[src/rtl/glip_uart_phy.sv]
// glip_uart_phy: single-clock UART transceiver for the GLIP UART backend.
//
// Frame format (data bits, parity, stop bits) is fixed by parameters; the baud divisor is a
// runtime input that is latched at every frame start (TX and RX independently).
//
// Ports:
//   clk, nreset            clock, asynchronous active-low reset
//   divisor                clk cycles per bit (0 and 1 behave as 2)
//   tx_data/valid/ready    TX byte handshake; ready rises once the frame has fully left
//   rx_data/valid/ready    first-word fall-through RX FIFO head, popped on valid & ready
//   uart_rx, uart_tx       serial pins
//   uart_cts_n, uart_rts_n hardware flow control (active low)
//   rx_level               RX FIFO fill level
//   err_frame/parity/overrun  one-cycle error pulses; error is their sticky OR
//
// Optional build macro GLIP_UART_PHY_LOOPBACK_EN adds input 'loopback', which routes the
// internal TX serial line into the RX path, holds uart_tx high and ignores CTS.
module glip_uart_phy #(
  parameter int unsigned DATA_BITS  = 8,
  parameter int unsigned PARITY     = 0,
  parameter int unsigned STOP_BITS  = 1,
  parameter int unsigned DIV_WIDTH  = 16,
  parameter int unsigned RX_DEPTH   = 16,
  parameter int unsigned RTS_MARGIN = 4
) (
  input  logic                        clk,
  input  logic                        nreset,
`ifdef GLIP_UART_PHY_LOOPBACK_EN
  input  logic                        loopback,
`endif
  input  logic [DIV_WIDTH-1:0]        divisor,
  input  logic [7:0]                  tx_data,
  input  logic                        tx_valid,
  output logic                        tx_ready,
  output logic [7:0]                  rx_data,
  output logic                        rx_valid,
  input  logic                        rx_ready,
  input  logic                        uart_rx,
  output logic                        uart_tx,
  input  logic                        uart_cts_n,
  output logic                        uart_rts_n,
  output logic [$clog2(RX_DEPTH):0]   rx_level,
  output logic                        err_frame,
  output logic                        err_parity,
  output logic                        err_overrun,
  output logic                        error
);

  localparam int unsigned AW = $clog2(RX_DEPTH);
  localparam int unsigned LW = AW + 1;
  localparam logic [2:0]    LastData = 3'(DATA_BITS - 1);
  localparam logic [2:0]    LastStop = 3'(STOP_BITS - 1);
  localparam logic [AW:0]   FullLvl  = LW'(RX_DEPTH);
  localparam logic [AW:0]   RtsLvl   = LW'(RX_DEPTH - RTS_MARGIN);

  typedef enum logic [2:0] {StIdle, StStart, StData, StParity, StStop} state_e;

  // Input synchronisers; idle-high line and "CTS not granted" out of reset.
  logic rx_s1_q, rx_s2_q, cts_s1_q, cts_s2_q;
  always_ff @(posedge clk or negedge nreset) begin
    if (!nreset) begin
      rx_s1_q  <= 1'b1;
      rx_s2_q  <= 1'b1;
      cts_s1_q <= 1'b1;
      cts_s2_q <= 1'b1;
    end else begin
      rx_s1_q  <= uart_rx;
      rx_s2_q  <= rx_s1_q;
      cts_s1_q <= uart_cts_n;
      cts_s2_q <= cts_s1_q;
    end
  end

  logic [DIV_WIDTH-1:0] div_eff;
  assign div_eff = (divisor < DIV_WIDTH'(2)) ? DIV_WIDTH'(2) : divisor;

  logic tx_q, rx_line, cts_ok;
`ifdef GLIP_UART_PHY_LOOPBACK_EN
  assign rx_line = loopback ? tx_q : rx_s2_q;
  assign cts_ok  = loopback | ~cts_s2_q;
  assign uart_tx = tx_q | loopback;
`else
  assign rx_line = rx_s2_q;
  assign cts_ok  = ~cts_s2_q;
  assign uart_tx = tx_q;
`endif

  // ---------------------------------------------------------------- TX
  state_e               tx_state_q;
  logic [7:0]           tx_hold_q;
  logic                 tx_full_q, tx_ready_q;
  logic [DIV_WIDTH-1:0] tx_div_q, tx_cnt_q;
  logic [2:0]           tx_idx_q;
  logic                 tx_par, tx_bit_end;

  assign tx_par     = (PARITY == 1) ? ~^tx_hold_q[DATA_BITS-1:0] : ^tx_hold_q[DATA_BITS-1:0];
  assign tx_bit_end = (tx_cnt_q == tx_div_q - DIV_WIDTH'(1));
  assign tx_ready   = tx_ready_q;

  always_ff @(posedge clk or negedge nreset) begin
    if (!nreset) begin
      tx_state_q <= StIdle;
      tx_q       <= 1'b1;
      tx_ready_q <= 1'b0;
      tx_full_q  <= 1'b0;
      tx_hold_q  <= '0;
      tx_div_q   <= DIV_WIDTH'(2);
      tx_cnt_q   <= '0;
      tx_idx_q   <= '0;
    end else begin
      if (tx_valid && tx_ready_q) begin
        tx_hold_q  <= tx_data;
        tx_full_q  <= 1'b1;
        tx_ready_q <= 1'b0;
      end else if (tx_state_q == StIdle && !tx_full_q) begin
        tx_ready_q <= 1'b1;
      end
      if (tx_state_q != StIdle) tx_cnt_q <= tx_bit_end ? '0 : tx_cnt_q + DIV_WIDTH'(1);
      case (tx_state_q)
        StIdle: begin
          // CTS only gates frame starts, so a running frame is never cut short.
          if (tx_full_q && cts_ok) begin
            tx_state_q <= StStart;
            tx_q       <= 1'b0;
            tx_div_q   <= div_eff;
            tx_cnt_q   <= '0;
          end
        end
        StStart: begin
          if (tx_bit_end) begin
            tx_state_q <= StData;
            tx_idx_q   <= '0;
            tx_q       <= tx_hold_q[0];
          end
        end
        StData: begin
          if (tx_bit_end) begin
            if (tx_idx_q == LastData) begin
              tx_idx_q <= '0;
              if (PARITY != 0) begin
                tx_state_q <= StParity;
                tx_q       <= tx_par;
              end else begin
                tx_state_q <= StStop;
                tx_q       <= 1'b1;
              end
            end else begin
              tx_idx_q <= tx_idx_q + 3'd1;
              tx_q     <= tx_hold_q[tx_idx_q + 3'd1];
            end
          end
        end
        StParity: begin
          if (tx_bit_end) begin
            tx_state_q <= StStop;
            tx_q       <= 1'b1;
          end
        end
        StStop: begin
          if (tx_bit_end) begin
            if (tx_idx_q == LastStop) begin
              tx_state_q <= StIdle;
              tx_full_q  <= 1'b0;
              tx_ready_q <= 1'b1;
            end else begin
              tx_idx_q <= tx_idx_q + 3'd1;
            end
          end
        end
        default: tx_state_q <= StIdle;
      endcase
    end
  end

  // ---------------------------------------------------------------- RX
  state_e               rx_state_q;
  logic [DIV_WIDTH-1:0] rx_div_q, rx_cnt_q;
  logic [2:0]           rx_idx_q;
  logic [7:0]           rx_shift_q;
  logic                 rx_prev_q, rx_par_err_q;
  logic                 err_frame_q, err_parity_q, err_overrun_q, error_q;
  logic                 rx_bit_end, rx_half, rx_exp_par, rx_push;
  logic                 fifo_full, fifo_pop;

  assign rx_bit_end = (rx_cnt_q == rx_div_q - DIV_WIDTH'(1));
  assign rx_half    = (rx_cnt_q == (rx_div_q >> 1) - DIV_WIDTH'(1));
  assign rx_exp_par = (PARITY == 1) ? ~^rx_shift_q[DATA_BITS-1:0] : ^rx_shift_q[DATA_BITS-1:0];
  // A pop in the same cycle frees the slot, so a full FIFO still accepts the frame.
  assign rx_push    = (rx_state_q == StStop) && rx_bit_end && rx_line && !rx_par_err_q &&
                      (!fifo_full || fifo_pop);

  always_ff @(posedge clk or negedge nreset) begin
    if (!nreset) begin
      rx_state_q    <= StIdle;
      rx_div_q      <= DIV_WIDTH'(2);
      rx_cnt_q      <= '0;
      rx_idx_q      <= '0;
      rx_shift_q    <= '0;
      rx_prev_q     <= 1'b1;
      rx_par_err_q  <= 1'b0;
      err_frame_q   <= 1'b0;
      err_parity_q  <= 1'b0;
      err_overrun_q <= 1'b0;
      error_q       <= 1'b0;
    end else begin
      rx_prev_q     <= rx_line;
      err_frame_q   <= 1'b0;
      err_parity_q  <= 1'b0;
      err_overrun_q <= 1'b0;
      if (rx_state_q != StIdle) begin
        rx_cnt_q <= ((rx_state_q == StStart) ? rx_half : rx_bit_end) ? '0
                                                                     : rx_cnt_q + DIV_WIDTH'(1);
      end
      case (rx_state_q)
        StIdle: begin
          // Edge rather than level: after a frame error the line must go high to re-arm.
          if (rx_prev_q && !rx_line) begin
            rx_state_q   <= StStart;
            rx_div_q     <= div_eff;
            rx_cnt_q     <= '0;
            rx_idx_q     <= '0;
            rx_shift_q   <= '0;
            rx_par_err_q <= 1'b0;
          end
        end
        StStart: if (rx_half) rx_state_q <= rx_line ? StIdle : StData;
        StData: begin
          if (rx_bit_end) begin
            rx_shift_q[rx_idx_q] <= rx_line;
            if (rx_idx_q == LastData) begin
              rx_idx_q   <= '0;
              rx_state_q <= (PARITY != 0) ? StParity : StStop;
            end else begin
              rx_idx_q <= rx_idx_q + 3'd1;
            end
          end
        end
        StParity: begin
          if (rx_bit_end) begin
            rx_par_err_q <= (rx_line != rx_exp_par);
            rx_state_q   <= StStop;
          end
        end
        StStop: begin
          // Only the first stop bit is checked; idling here lets a start in stop 2 be seen.
          if (rx_bit_end) begin
            rx_state_q <= StIdle;
            if (!rx_line) begin
              err_frame_q <= 1'b1;
              error_q     <= 1'b1;
            end else if (rx_par_err_q) begin
              err_parity_q <= 1'b1;
              error_q      <= 1'b1;
            end else if (!rx_push) begin
              err_overrun_q <= 1'b1;
              error_q       <= 1'b1;
            end
          end
        end
        default: rx_state_q <= StIdle;
      endcase
    end
  end

  assign err_frame   = err_frame_q;
  assign err_parity  = err_parity_q;
  assign err_overrun = err_overrun_q;
  assign error       = error_q;

  // ---------------------------------------------------------------- RX FIFO
  logic [7:0]  mem_q [RX_DEPTH];
  logic [AW:0] wr_ptr_q, rd_ptr_q;
  logic        rts_q;

  assign rx_level   = wr_ptr_q - rd_ptr_q;
  assign fifo_full  = (rx_level == FullLvl);
  assign rx_valid   = (rx_level != '0);
  assign fifo_pop   = rx_valid & rx_ready;
  assign rx_data    = rx_valid ? mem_q[rd_ptr_q[AW-1:0]] : '0;
  assign uart_rts_n = rts_q;

  always_ff @(posedge clk) begin
    if (rx_push) mem_q[wr_ptr_q[AW-1:0]] <= rx_shift_q;
  end

  always_ff @(posedge clk or negedge nreset) begin
    if (!nreset) begin
      wr_ptr_q <= '0;
      rd_ptr_q <= '0;
      rts_q    <= 1'b0;
    end else begin
      if (rx_push)  wr_ptr_q <= wr_ptr_q + LW'(1);
      if (fifo_pop) rd_ptr_q <= rd_ptr_q + LW'(1);
      rts_q <= (rx_level >= RtsLvl);
    end
  end

endmodule

[config.mk]
export PLATFORM = sky130hd
export DESIGN_NAME = glip_uart_phy
export DESIGN_NICKNAME = d
export VERILOG_FILES = /design/src/rtl/glip_uart_phy.sv
export SDC_FILE = /design/constraint.sdc
export NUM_CORES = 1
export LEC_CHECK = 0
export ABC_AREA = 1
export CAP_MARGIN = 25
export CORE_MARGIN = 10
export CORE_UTILIZATION = 55
export CTS_BUF_LIST = sky130_fd_sc_hd__clkbuf_8 sky130_fd_sc_hd__clkbuf_16
export CTS_CLUSTER_DIAMETER = 30
export DETAILED_ROUTE_END_ITERATION = 8
export PLACE_DENSITY = 0.73
export SYNTH_ARGS = -nofsm -noshare
export SYNTH_HDL_FRONTEND = slang
export SYNTH_SLANG_ARGS = --single-unit
[constraint.sdc]
create_clock -name clk -period 3.8 [get_ports clk]
set_input_delay 0.57 -clock clk [delete_from_list [all_inputs] [get_ports clk]]
set_output_delay 0.57 -clock clk [all_outputs]
set_load 0.02 [all_outputs]
## Word-level counts from Yosys, hierarchy flattened

Memory sizes are Yosys's and may differ from the RTL's.
Cells that the tools add are included.

| operators by class | value |
|---|---|
| reductions and logical operators | 34 |
| divide/modulo/power cells | 0 |
| shift operators | 0 |
| order comparisons | 5 |
| add/subtract/negate cells | 10 |
| multiplexer cells | 80 |
| bitwise gates (word level) | 2 |
| equality and inequality tests | 30 |
| $mul | 0 |

Operators with widths:

| kind | count |
|---|---|
| $mux W16 | 9 |
| $mux W3 | 21 |
| $eq A16 B16 Y1 | 3 |
| $mux W1 | 36 |
| $add A16 B1 Y16 const B | 2 |
| $sub A16 B1 Y16 const B | 2 |
| $pmux W3 S5 | 2 |
| $ne A2 B2 Y1 const B | 13 |
| $mux W8 | 3 |
| $lt A16 B2 Y1 const B | 1 |
| $pmux W8 S2 | 1 |
| $sub A15 B1 Y16 const B | 1 |
| $eq A3 B2 Y1 const B | 4 |
| $eq A3 B3 Y1 const B | 4 |
| $add A5 B1 Y5 const B | 2 |
| $reduce_and A5 Y1 | 2 |
| $logic_and A1 B1 Y1 | 9 |
| $logic_not A3 Y1 | 3 |
| $pmux W3 S3 | 1 |
| $reduce_and A3 Y1 | 3 |
| $reduce_bool A3 Y1 | 3 |
| $bwmux W8 | 1 |
| $lt A3 B4 Y1 const B | 2 |
| $reduce_xor A8 Y1 | 1 |
| 25 further kinds | 32 |

| storage, ports and cells | value |
|---|---|
| logic and storage cells | 188 |
| memories kept | 1 |
| RAM bits | 128 |
| register bits | 116 |
| input port bits | 30 |
| memory bits (read-only) | 0 |
| latch bits | 0 |

Memory list:

| name | words | width | rd ports | clocked after Yosys merged registers in | wr ports | RTL line | text |
|---|---|---|---|---|---|---|---|
| mem_q | 16 | 8 | 1 | 0 | 1 | 271 | `logic [7:0] mem_q [RX_DEPTH];` |

## Longest topological paths before layout

| depth | value |
|---|---|
| depth after elaboration | 11 |
| gate-level depth with buffers | 17 |
| depth with buffers taken out | 16 |

## Least setup slack after synthesis

OpenSTA, ideal clock, no wires.

| timing | value |
|---|---|
| kind | reg2out |
| start | register rd_ptr_q[1] |
| end | output port rx_data[0] |
| path buffers | 1 |
| path slack | 0.475 ns |
| required time | 3.230 ns |
| arrival | 2.755 ns |
| stages on the path, launching flop included | 11 |
| cells stage by stage | dfrtp_1 -> inv_2 -> clkbuf_1 -> ha_1 -> nand3b_1 -> nand2_1 -> xor2_1 -> nor4_1 -> nand2_1 -> inv_1 -> a311oi_1 |

| on the way | value |
|---|---|
| word-level cells in the longest chain between the ends | 3 |
| elaborated cells between the ends (all ways) | 4 |

RTL lines:

| what | RTL line | text |
|---|---|---|
| start, declared | 272 | `logic [AW:0] wr_ptr_q, rd_ptr_q;` |
| start signal, assigned | 293 | `if (fifo_pop) rd_ptr_q <= rd_ptr_q + LW'(1);` |
| $sub A5 B5 Y5 | 275 | `assign rx_level = wr_ptr_q - rd_ptr_q;` |
| net rx_level[3] | 42 | `output logic [$clog2(RX_DEPTH):0] rx_level,` |
| $reduce_bool A5 Y1 | 277 | `assign rx_valid = (rx_level != '0);` |
| net rx_valid | 36 | `output logic rx_valid,` |
| $mux W8 | 279 | `assign rx_data = rx_valid ? mem_q[rd_ptr_q[AW-1:0]] : '0;` |
| end, declared | 35 | `output logic [7:0] rx_data,` |

The timed path passes the listed nets, and every way through them passes these cells.

## Worst setup path in the final report

| timing | value |
|---|---|
| start | register wr_ptr_q[0] |
| end | output port rx_data[3] |

| on the way | value |
|---|---|
| word-level cells in the longest chain between the ends | 3 |

RTL lines:

| what | RTL line | text |
|---|---|---|
| start, declared | 272 |  |
| start signal, assigned | 292 | `if (rx_push) wr_ptr_q <= wr_ptr_q + LW'(1);` |
| $sub A5 B5 Y5 | 275 |  |
| $reduce_bool A5 Y1 | 277 |  |
| $mux W8 | 279 |  |

Every way passes these cells.

==> run summary <==
Leak Pwr = 6.771 nW
Antenna Cells = 0
Non-filler cells, final = 1927
Initial antenna violation count = 0
Area of the core = 23330 µm²
Internal power = 7.516 mW
Top cell type's share of synthesized area = 29.63%
Fmax = 0.2801 GHz
Drt first pass iters = 5
Placed inst area = 13880 µm²
FF/Latch Area = 6758 µm²
RR Endpoint = mem_q[7][2]
TritonCTS buffer count = 52
Seq/Total Area, Yosys = 52.08%
Status = complete, no violations
Share of synthesized registers carrying an async set or reset = 47.54%
Power share of the clock group = 35.0%
Clk_skew = 0.02276 ns
Placed cells = 1830
Rows = 56
Arr. time, crit path = 3.00 ns
Largest cells by area after synthesis = edfxtp_1 (30%), dfrtp_1 (21%), nand2_1 (12%)
Worst skew pair latency = 0.55 ns
Nets@finish = 1615
Ports = 51
First-pass GRT wire length = 52120 µm
# setup viols final = 0
ANT nets after route = 0
Final core occ = 66.86%
Yosys reg bits = 244
Final wirelength = 31520 µm
Sw Share = 38.29%
CTS tree = done
Ys flop type = edfxtp_1
Vias per cell = 5.454
Area of the multi-input gates = 5527 µm²
Critical Path Source Type = flip-flop
Placer congestion estimate = 0.9069
Synth Instances = 1477
Mapped Area = 12970 µm²
Leading area contributor after synthesis = edfxtp_1
Type of the most critical hold path = input port to asynchronous set/reset pin
Setup Crit Path Kind = flip-flop to output port
Max IR drop VDD = 487.3 µV
Final Critical Period = 3.571 ns
Worst r2r src = wr_ptr_q[0]
Port bufs = 50
Max clock buf depth = 3
Crit path capture type = output port
Pin count of the biggest net entering global routing = 68
Filler cells = 1847
Final HPWL DP = 21160 µm
Post-synth EDFFs = 128
Syn_area_per_cell = 8.784 µm²
Yosys cell types = 51
DR iter-0 viols = 830
Net Count, Synth = 1527
Vias in the first global route = 10370
Area grow syn2layout = 20.24%
GRT overflow = 0
Hold WS = 0.1327 ns
Yosys warns = 0
Clock root cell = clkbuf_16
Most instantiated cells after synthesis = nand2_1 (417), nor2_1 (140), edfxtp_1 (128)
Tot GR Track Use = 20.80%
Sink Count = 244
Reg-to-reg slack, setup = 0.56 ns
Req. time, crit path = 3.23 ns
Max-cap violations = 0
Max-slew violation count = 0
Initial Util = 55.60%
Critical path peak fanout = 8
Final Hold Vio Count = 0
Share of cells above drive strength 1 = 11.26%
Worst R2R Path Depth = 9
Register share of total power = 29.1%
P_sw = 4.664 mW
RSZ-0062 raised after global routing = false
Finished Cell Area = 15600 µm²
Combinational share of power = 35.9%
CTS clk-pin slew, worst paths = 0.05 ns
Post-CTS Hold Buffers = 0
# DRC = 0
Via count = 10510
Top-count cell post-synth = nand2_1
Die Area = 30130 µm²
Measured slew at the worst slew-check pin = 0.8986 ns
TNS Setup = 0 ns
Overall die width = 173.6 µm
Final worst-path cycle share = 93.96%
Headroom to the max-slew limit = 40.09%
Die H = 173.6 µm
Number of H-tree levels = 2
Avg WL per Cell = 16.36 µm
Power density over cell area = 780.8 nW/µm²
[registers in the layout (all words and copies together), names as in the netlist, 5 cells and up]
name,cells
mem_q,128
rx_cnt_q,16
rx_div_q,16
tx_cnt_q,16
tx_div_q,16
rx_shift_q,8
tx_hold_q,8
rd_ptr_q,5
wr_ptr_q,5
[layout make-up]
class | count | area share (%)
multi-input cells | 1053 | 35.43
inverters | 137 | 3.296
clock buffers | 55 | 8.606
clock inverters | 42 | 2.294
flip-flops and latches | 244 | 43.32
repair buffers | 77 | 4.500
well taps | 319 | 2.559
[what timing repair did]
action	CTS	global route
cloned	0	0
setup endpoints to repair	8	4
resized for setup	8	5
setup buffers	0	0
[placed cells by master (no fill, tap or decap), types with 15 or more instances in the layout]
master and count:
edfxtp_1 128, nand3_1 94, o21ai_0 54, nor2_1 140, dfrtp_1 107, clkdlybuf4s50_1 41, xor2_1 57, nand2_1 417
ha_1 19, nor2_2 15, a22oi_1 20, nor3_1 19, clkbuf_16 52, nand4_1 27, xnor2_1 22, buf_4 28
a21oi_1 83, inv_1 136
[power groups by stage]
stage	sequential [mW]	combinational, mW	clock [mW]
after floorplan	3.47	3.17	0
after global placement	3.57	4.26	0
after global routing	3.60	4.92	4.45
after CTS	3.54	4.37	4.32
after detailed placement	3.58	4.34	0
final	3.55	4.37	4.26
[routing by layer]
metal  up-vias  track usage (%)  routed length [µm]
met1      4948            26.02               13270
li1       5128                -                   -
met2       361            35.00               15350
met3        72            4.095                1945
met5         -                0                   0
met4         0            7.873                 958
[cell families after synthesis]
| group | share of synthesized area [%] |
|---|---|
| AO/OA/AOI/OAI | 8.342 |
| XOR/XNOR | 5.401 |
| flip-flops | 52.08 |
| adder cells (fa/ha/maj) | 1.987 |
| multiplexers | 0.6076 |
| buffers and inverters | 5.430 |
| AND/OR/NAND/NOR | 26.15 |
[per-stage QoR]
stage	total power, mW	worst slack [ns]
detailed placement	7.920	0.4165
global route	12.98	0.004499
finish	12.18	0.2294
CTS	12.23	0.002467
floorplan	6.640	0.4752
global placement	7.827	0.5513
[how the worst max path moves through the flow]
stage                            from    endpoint  slack [ns]
final                     wr_ptr_q[0]  rx_data[3]        0.23
after global routing      wr_ptr_q[0]  rx_data[1]       0.004
after CTS                 wr_ptr_q[0]  rx_data[5]       0.002
after detailed placement  wr_ptr_q[0]  rx_data[0]        0.42
after global placement    wr_ptr_q[0]  rx_data[0]        0.55
after floorplan           rd_ptr_q[1]  rx_data[0]        0.48
[critical path, cell delays in order, from the launching register on]
cell and delay [ns]:
dfrtp_1 0.42, inv_1 0.12, ha_1 0.24, fa_1 0.43, o21ai_0 0.23, xnor2_1 0.15, nand2_1 0.16, inv_2 0.11
a311oi_1 0.23, dlygate4sd2_1 0.38
Note: power is estimated with default switching activity, not from simulation.
